==> src/rtl/stk_pkg.sv <==
`default_nettype none
// ============================================================================
// Module  : stk_pkg
// Purpose : Shared types and constants for the stk pipeline. Provides engine
//           id and pointer types, the WRBK microcode word produced by the
//           memory stage, the per-engine context record, the writeback FSM
//           state encoding and the field-wise microcode apply function.
// Revision: 1.0 - initial release
// ============================================================================
package stk_pkg;

  localparam int ENGS_N  = 4;
  localparam int ENGID_W = 2;
  localparam int PTR_W   = 16;

  typedef logic [ENGID_W-1:0] engid_t;
  typedef logic [PTR_W-1:0]   ptr_t;

  // WRBK microcode word, produced by stk_pipe_mem
  typedef struct packed {
    logic   vld;
    engid_t engid;
    logic   set_empty;
    logic   clr_empty;
    logic   head_vld;
    ptr_t   head_ptr;
    logic   tail_vld;
    ptr_t   tail_ptr;
  } wrbk_uc_t;

  // Per-engine context held in the writeback state table
  typedef struct packed {
    logic empty;
    ptr_t head;
    ptr_t tail;
  } ctx_t;

  typedef enum logic [0:0] {
    WRBK_ST_INIT  = 1'b0,
    WRBK_ST_READY = 1'b1
  } wrbk_state_e;

  // Apply one microcode word on top of a context. Only the fields whose
  // valid bit is set change. A simultaneous set/clr of the empty flag is a
  // conflict and leaves the flag at its older value; pointers still apply.
  // The vld/engid fields are not examined here; callers qualify the match.
  function automatic ctx_t wrbk_apply(ctx_t base, wrbk_uc_t uc);
    ctx_t r;
    r = base;
    if (uc.set_empty && !uc.clr_empty) begin
      r.empty = 1'b1;
    end else if (uc.clr_empty && !uc.set_empty) begin
      r.empty = 1'b0;
    end
    if (uc.head_vld) begin
      r.head = uc.head_ptr;
    end
    if (uc.tail_vld) begin
      r.tail = uc.tail_ptr;
    end
    return r;
  endfunction

endpackage
`default_nettype wire

==> src/rtl/stk_pipe_wrbk_fwd.sv <==
`default_nettype none
// ============================================================================
// Module  : stk_pipe_wrbk_fwd
// Purpose : Combinational forwarding merge for the writeback state table.
//           Starts from the stored table entry, overlays the registered
//           microcode (uc_r) and then the live microcode (_w) when their
//           engine ids match the lookup. Youngest data wins per field.
// Ports   : i_entry     - table entry for the looked-up engine
//           i_uc_r      - registered microcode (older)
//           i_uc_w      - live microcode (younger)
//           i_w_en      - live microcode may be forwarded (stage ready)
//           i_lk_engid  - engine being looked up
//           o_ctx       - merged context
// Revision: 1.0 - initial release
// ============================================================================
module stk_pipe_wrbk_fwd (
  input  stk_pkg::ctx_t     i_entry,
  input  stk_pkg::wrbk_uc_t i_uc_r,
  input  stk_pkg::wrbk_uc_t i_uc_w,
  input  logic              i_w_en,
  input  stk_pkg::engid_t   i_lk_engid,
  output stk_pkg::ctx_t     o_ctx
);
  import stk_pkg::*;

  ctx_t w_mid;

  always_comb begin
    w_mid = i_entry;
    if (i_uc_r.vld && (i_uc_r.engid == i_lk_engid)) begin
      w_mid = wrbk_apply(i_entry, i_uc_r);
    end
    o_ctx = w_mid;
    if (i_w_en && i_uc_w.vld && (i_uc_w.engid == i_lk_engid)) begin
      o_ctx = wrbk_apply(w_mid, i_uc_w);
    end
  end

endmodule
`default_nettype wire

==> src/rtl/stk_pipe_wrbk.sv <==
`default_nettype none
// ============================================================================
// Module  : stk_pipe_wrbk
// Purpose : Writeback stage of the stk pipeline. Registers WRBK microcode
//           from the memory stage, commits it one cycle later into a
//           per-engine context table (empty flag, head, tail), emits empty
//           transition events, and serves a forwarded lookup to the LK stage.
//           After reset the table is swept to empty/0/0 while o_busy_r is
//           high; microcode seen during the sweep is dropped and flagged.
// Ports   : clk, rst                 - clock, synchronous active-high reset
//           i_wrbk_uc_*_w            - live WRBK microcode fields
//           i_lk_engid, o_lk_*       - forwarded lookup port
//           o_evt_*_r                - empty-flag change event (1-cycle pulse)
//           o_busy_r                 - initialisation sweep in progress
//           o_err_r                  - sticky protocol error
//           o_commit_cnt_r           - committed microcode count (wraps)
// Revision: 1.0 - initial release
// ============================================================================
module stk_pipe_wrbk #(
  parameter int ENGS_N = stk_pkg::ENGS_N,
  parameter int PTR_W  = $bits(stk_pkg::ptr_t),
  parameter int CNT_W  = 32
) (
  input  logic                 clk,
  input  logic                 rst,
  input  logic                 i_wrbk_uc_vld_w,
  input  stk_pkg::engid_t      i_wrbk_uc_engid_w,
  input  logic                 i_wrbk_uc_set_empty_w,
  input  logic                 i_wrbk_uc_clr_empty_w,
  input  logic                 i_wrbk_uc_head_vld_w,
  input  logic [PTR_W-1:0]     i_wrbk_uc_head_ptr_w,
  input  logic                 i_wrbk_uc_tail_vld_w,
  input  logic [PTR_W-1:0]     i_wrbk_uc_tail_ptr_w,
  input  stk_pkg::engid_t      i_lk_engid,
  output logic                 o_lk_empty,
  output logic [PTR_W-1:0]     o_lk_head_ptr,
  output logic [PTR_W-1:0]     o_lk_tail_ptr,
  output logic                 o_evt_vld_r,
  output stk_pkg::engid_t      o_evt_engid_r,
  output logic                 o_evt_empty_r,
  output logic                 o_busy_r,
  output logic                 o_err_r,
  output logic [CNT_W-1:0]     o_commit_cnt_r
);
  import stk_pkg::*;

  localparam engid_t LAST_IDX = engid_t'(ENGS_N - 1);

  wrbk_state_e      state_q, state_d;
  engid_t           init_idx_q, init_idx_d;
  wrbk_uc_t         uc_q;
  ctx_t             table_q [ENGS_N];
  logic             busy_q;
  logic             err_q;
  logic [CNT_W-1:0] cnt_q;
  logic             evt_vld_q;
  engid_t           evt_engid_q;
  logic             evt_empty_q;

  logic             w_ready;
  wrbk_uc_t         w_uc_in;
  ctx_t             w_old;
  ctx_t             w_commit;
  ctx_t             w_lk_ctx;

  assign w_ready = (state_q == WRBK_ST_READY);

  // Live microcode, valid only once the sweep is over; anything earlier is
  // discarded here so it can neither register nor forward.
  always_comb begin
    w_uc_in           = '0;
    w_uc_in.vld       = i_wrbk_uc_vld_w && w_ready;
    w_uc_in.engid     = i_wrbk_uc_engid_w;
    w_uc_in.set_empty = i_wrbk_uc_set_empty_w;
    w_uc_in.clr_empty = i_wrbk_uc_clr_empty_w;
    w_uc_in.head_vld  = i_wrbk_uc_head_vld_w;
    w_uc_in.head_ptr  = i_wrbk_uc_head_ptr_w;
    w_uc_in.tail_vld  = i_wrbk_uc_tail_vld_w;
    w_uc_in.tail_ptr  = i_wrbk_uc_tail_ptr_w;
  end

  // ---------------------------------------------------------------- FSM
  always_ff @(posedge clk) begin
    if (rst) begin
      state_q    <= WRBK_ST_INIT;
      init_idx_q <= '0;
    end else begin
      state_q    <= state_d;
      init_idx_q <= init_idx_d;
    end
  end

  always_comb begin
    state_d    = state_q;
    init_idx_d = init_idx_q;
    case (state_q)
      WRBK_ST_INIT: begin
        init_idx_d = engid_t'(init_idx_q + engid_t'(1));
        if (init_idx_q == LAST_IDX) begin
          state_d = WRBK_ST_READY;
        end
      end
      default: begin
        state_d = state_q;
      end
    endcase
  end

  // ------------------------------------------------------- commit path
  assign w_old    = table_q[uc_q.engid];
  assign w_commit = wrbk_apply(w_old, uc_q);

  // Table is datapath only: its contents are defined by the sweep, so it
  // carries no reset. Writes are held off while rst is asserted so a
  // pending uc_r is discarded rather than committed.
  always_ff @(posedge clk) begin
    if (!rst) begin
      if (state_q == WRBK_ST_INIT) begin
        table_q[init_idx_q] <= '{empty: 1'b1, head: '0, tail: '0};
      end else if (uc_q.vld) begin
        table_q[uc_q.engid] <= w_commit;
      end
    end
  end

  always_ff @(posedge clk) begin
    if (rst) begin
      uc_q        <= '0;
      busy_q      <= 1'b1;
      err_q       <= 1'b0;
      cnt_q       <= '0;
      evt_vld_q   <= 1'b0;
      evt_engid_q <= '0;
      evt_empty_q <= 1'b0;
    end else begin
      uc_q      <= w_uc_in;
      busy_q    <= (state_d == WRBK_ST_INIT);
      evt_vld_q <= 1'b0;
      if (i_wrbk_uc_vld_w && !w_ready) begin
        err_q <= 1'b1;
      end
      if (uc_q.vld) begin
        cnt_q <= cnt_q + CNT_W'(1);
        if (uc_q.set_empty && uc_q.clr_empty) begin
          err_q <= 1'b1;
        end
        if (w_commit.empty != w_old.empty) begin
          evt_vld_q   <= 1'b1;
          evt_engid_q <= uc_q.engid;
          evt_empty_q <= w_commit.empty;
        end
      end
    end
  end

  // ------------------------------------------------------- lookup port
  stk_pipe_wrbk_fwd u_fwd (
    .i_entry    (table_q[i_lk_engid]),
    .i_uc_r     (uc_q),
    .i_uc_w     (w_uc_in),
    .i_w_en     (w_ready),
    .i_lk_engid (i_lk_engid),
    .o_ctx      (w_lk_ctx)
  );

  assign o_lk_empty    = w_lk_ctx.empty;
  assign o_lk_head_ptr = w_lk_ctx.head;
  assign o_lk_tail_ptr = w_lk_ctx.tail;

  assign o_evt_vld_r    = evt_vld_q;
  assign o_evt_engid_r  = evt_engid_q;
  assign o_evt_empty_r  = evt_empty_q;
  assign o_busy_r       = busy_q;
  assign o_err_r        = err_q;
  assign o_commit_cnt_r = cnt_q;

`ifndef SYNTHESIS
  // Lookups of engines beyond the table size are illegal.
  always_ff @(posedge clk) begin
    if (!rst) begin
      assert (int'(i_lk_engid) < ENGS_N);
    end
  end
`endif

endmodule
`default_nettype wire

==> config.mk <==
export PLATFORM = sky130hd
export DESIGN_NAME = stk_pipe_wrbk
export DESIGN_NICKNAME = d
export VERILOG_FILES = /design/src/rtl/stk_pkg.sv /design/src/rtl/stk_pipe_wrbk_fwd.sv /design/src/rtl/stk_pipe_wrbk.sv
export SDC_FILE = /design/constraint.sdc
export NUM_CORES = 1
export LEC_CHECK = 0
export ABC_AREA = 1
export CAP_MARGIN = 10
export CORE_UTILIZATION = 51
export DETAILED_ROUTE_END_ITERATION = 12
export DONT_BUFFER_PORTS = 1
export PLACE_DENSITY = 0.68
export SYNTH_ARGS = -nofsm -noshare
export SYNTH_HDL_FRONTEND = slang
export SYNTH_SLANG_ARGS = --single-unit
==> constraint.sdc <==
create_clock -name clk -period 3.8 [get_ports clk]
set_clock_uncertainty 0.15 [all_clocks]
set_input_delay 0.76 -clock clk [delete_from_list [all_inputs] [get_ports clk]]
set_output_delay 0.76 -clock clk [all_outputs]
set_load 0.05 [all_outputs]
==> metrics.cfg <==
[sta]
slew_headroom_pct=44.0
worstMarginPinSlew_ns=0.840
tns_ns=0
finalSetupViolCount=0
whs_ns=0.168
post-route-period-util_pct=87.5
fmax_ghz=0.301
hold_viol=0
fin_crit_ns=3.33
slew_viol_final=0
rsz0062_at_grt=false

[global_route]
grt_pass1_wl_mm=43.9
antenna_found_initial=0
track_usage_pct=25.7
grt_max_degree=101
grt_pass1_vias=8741
gr-total-overflow=0

[clock_network]
cts_made_buffers=23
clock_sinks=212
clockBufferDepth=3
path_clk_slew_ns=0.06
clk_latency_ns=0.50
cts_resized=0
holdBufCountCts=0
ctsHtreeMaxLevel=1
cts_tree=yes
post_cts_buffers=0
cts_root_buffer=clkbuf_16

[worst_hold_path]
holdPathStages=1
hold_path_class=primary input to flip-flop
hp-start=rst
holdPathEnd=o_commit_cnt_r[27]

[finish]
fin_nets=1396
utilization_pct=59.1
areaGrowthSynthToFinish_pct=13.5
fin_area_sq_um=12000
num_antenna_cells=0
drive_gt1_share_pct=7.90
nFillCells=1833

[floorplanning]
die_w_um=146
io_pins=114
dieArea_sq_um=21300
start_util_pct=52.0
rows=52
coreArea_sq_um=20300
die_y_um=146

[yosys]
ys_types=30
yosys.area_share.simple_pct=22.4
synth-adder-area-share_pct=0.237
yosys.area.top_type_share_pct=37.5
syn_area_per_cell_sq_um=7.86
synthMuxAreaShare_pct=0
synth_top_family_by_area=simple AND/OR/NAND/NOR gates
ys_warn_count=0
ys_top_cells_by_area=edfxtp_1 38%, dfxtp_1 15%, nand2_1 9.3%, o21ai_0 8.4%, nor2_1 7.1%
synthesis.area_sq_um=10600
synthCells=1344
synthesis.nets=1389
synth_xor_area_share_pct=0.486
seq_area_frac_synth_pct=52.7
synth_compound_area_share_pct=15.6
synth_largest_area_cell=edfxtp_1
ys_ff_latch=212

[worst_setup_path]
cp.arrival_ns=2.42
path_max_fanout=31
crit_path_end_kind=output pin
required_ns=2.89
reg2reg_slack_ns=0.96
worstSetupPathType=flip-flop to output pin
ff2ff_path_depth=9
timing.rr.end=table_q[1][4]
regToRegStartpoint=uc_q[38]
start_kind=flip-flop

[placement]
io_buffers=0
dpl_cell_area_sq_um=11200
dpl.hpwl_mm=16.7
place_congestion=0.824

[route]
via_per_inst=5.47
drtAntennaViolNets=0
drt_iter0_markers=710
wl_mm=27.1
first_pass_iters=5
drc=0
vias=8953
wl_per_cell_um=16.6

[power_and_ir_drop]
p_per_area_nw_per_um2=460
p_total_uw=5520
static-leakage-power_uw=0.00498
vdd_drop_max_mv=0.315

[status]
status=complete, no violations

[flow_run]
maxCapViolCount=0

## cells by family (layout without fill, tap and decap cells)
group,count (synthesis),after routing
buffers and inverters,226,249
AOI/OAI and AO/OA,328,328
and+or+nand+nor,571,571
xor gates and xnor gates,5,5
adders and majority gates,2,2
DFF,212,212
## per-layer routing
layer	GRT usage [%]	wire length, um
met2	43.1	12800
met4	9.00	700
met3	4.17	2090
met5	0	0
met1	33.8	11500
## worst max-delay path, stage by stage (launching register included)
cell	delay (ns)
dfxtp_2	0.33
buf_4	0.33
nor2_1	0.13
nor2_4	0.15
nand2_4	0.09
nor2_2	0.37
nand2_1	0.09
nand3_1	0.15
nand2_1	0.11
buf_12	0.16
## Yosys cell counts
| master | count |
|---|---|
| a21oi_1 | 132 |
| and2_1 | 3 |
| buf_2 | 25 |
| buf_4 | 1 |
| buf_6 | 2 |
| clkbuf_1 | 42 |
| clkinv_1 | 3 |
| dfxtp_1 | 80 |
| edfxtp_1 | 132 |
| ha_1 | 2 |
| inv_1 | 150 |
| inv_2 | 1 |
| inv_4 | 2 |
| nand2_1 | 262 |
| nand2_2 | 1 |
| nand2_4 | 3 |
| nand3_1 | 66 |
| nand3b_1 | 15 |
| nand4_1 | 12 |
| nor2_1 | 199 |
| nor2_2 | 4 |
| nor2_4 | 1 |
| nor3_1 | 3 |
| o21a_1 | 2 |
| o21ai_0 | 177 |
| o21ai_1 | 17 |
| or2_2 | 2 |
| xnor2_1 | 2 |
| xnor2_2 | 1 |
| xor2_1 | 2 |
## per-stage QoR
step | worst slack, ns | instances
2_1_floorplan | 0.209 | 1344
3_3_place_gp | 0.733 | 1596
3_5_place_dp | 0.641 | 1596
4_1_cts | 0.468 | 1637
5_1_grt | 0.270 | 1637
6_report | 0.474 | 1637
## state kept, by name (all words and copies together) (netlist names)
signal,flops
o_evt_empty_r,1
state_q,1
o_commit_cnt_r,32
o_evt_vld_r,1
table_q,132
init_idx_q,2
o_busy_r,1
uc_q,39
o_evt_engid_r,2
o_err_r,1
## cells in the final DEF (no fill, tap or decap), types with 19 or more instances in the layout
cell	Yosys	routed
buf_12	0	19
nor2_1	199	195
nand2_1	262	262
o21ai_0	177	177
dfxtp_1	80	78
nand3_1	66	66
clkbuf_16	0	23
a21oi_1	132	132
buf_4	1	33
edfxtp_1	132	132
inv_1	150	150
## layout make-up
type                            instances  area [sq um]  area share, %
Clock buffer                           34           687           5.73
Clock inverter                          7          57.6          0.480
Timing Repair Buffer                   52           628           5.24
Sequential cell                       212          5570           46.4
Multi-Input combinational cell        906          4120           34.4
Tap cell                              270           338           2.82
Inverter                              156           591           4.92
## worst max-delay path by stage
stage                                   end  slack (ns)     start  depth (start not counted)
after floorplan               table_q[0][0]        0.21       rst                          8
after global placement        table_q[0][5]        0.73       rst                          6
after detailed placement      table_q[0][5]        0.64       rst                          6
after CTS                 o_lk_head_ptr[11]        0.47  uc_q[36]                          9
after global routing      o_lk_tail_ptr[14]        0.27  uc_q[36]                          9
final                     o_lk_head_ptr[11]        0.47  uc_q[36]                          9
## power breakdown
part / internal (uW) / switching [uW]
clock: 1310 / 874
combinational: 237 / 474
sequential: 2570 / 57.8
Note: power is estimated with default switching activity, not from simulation.
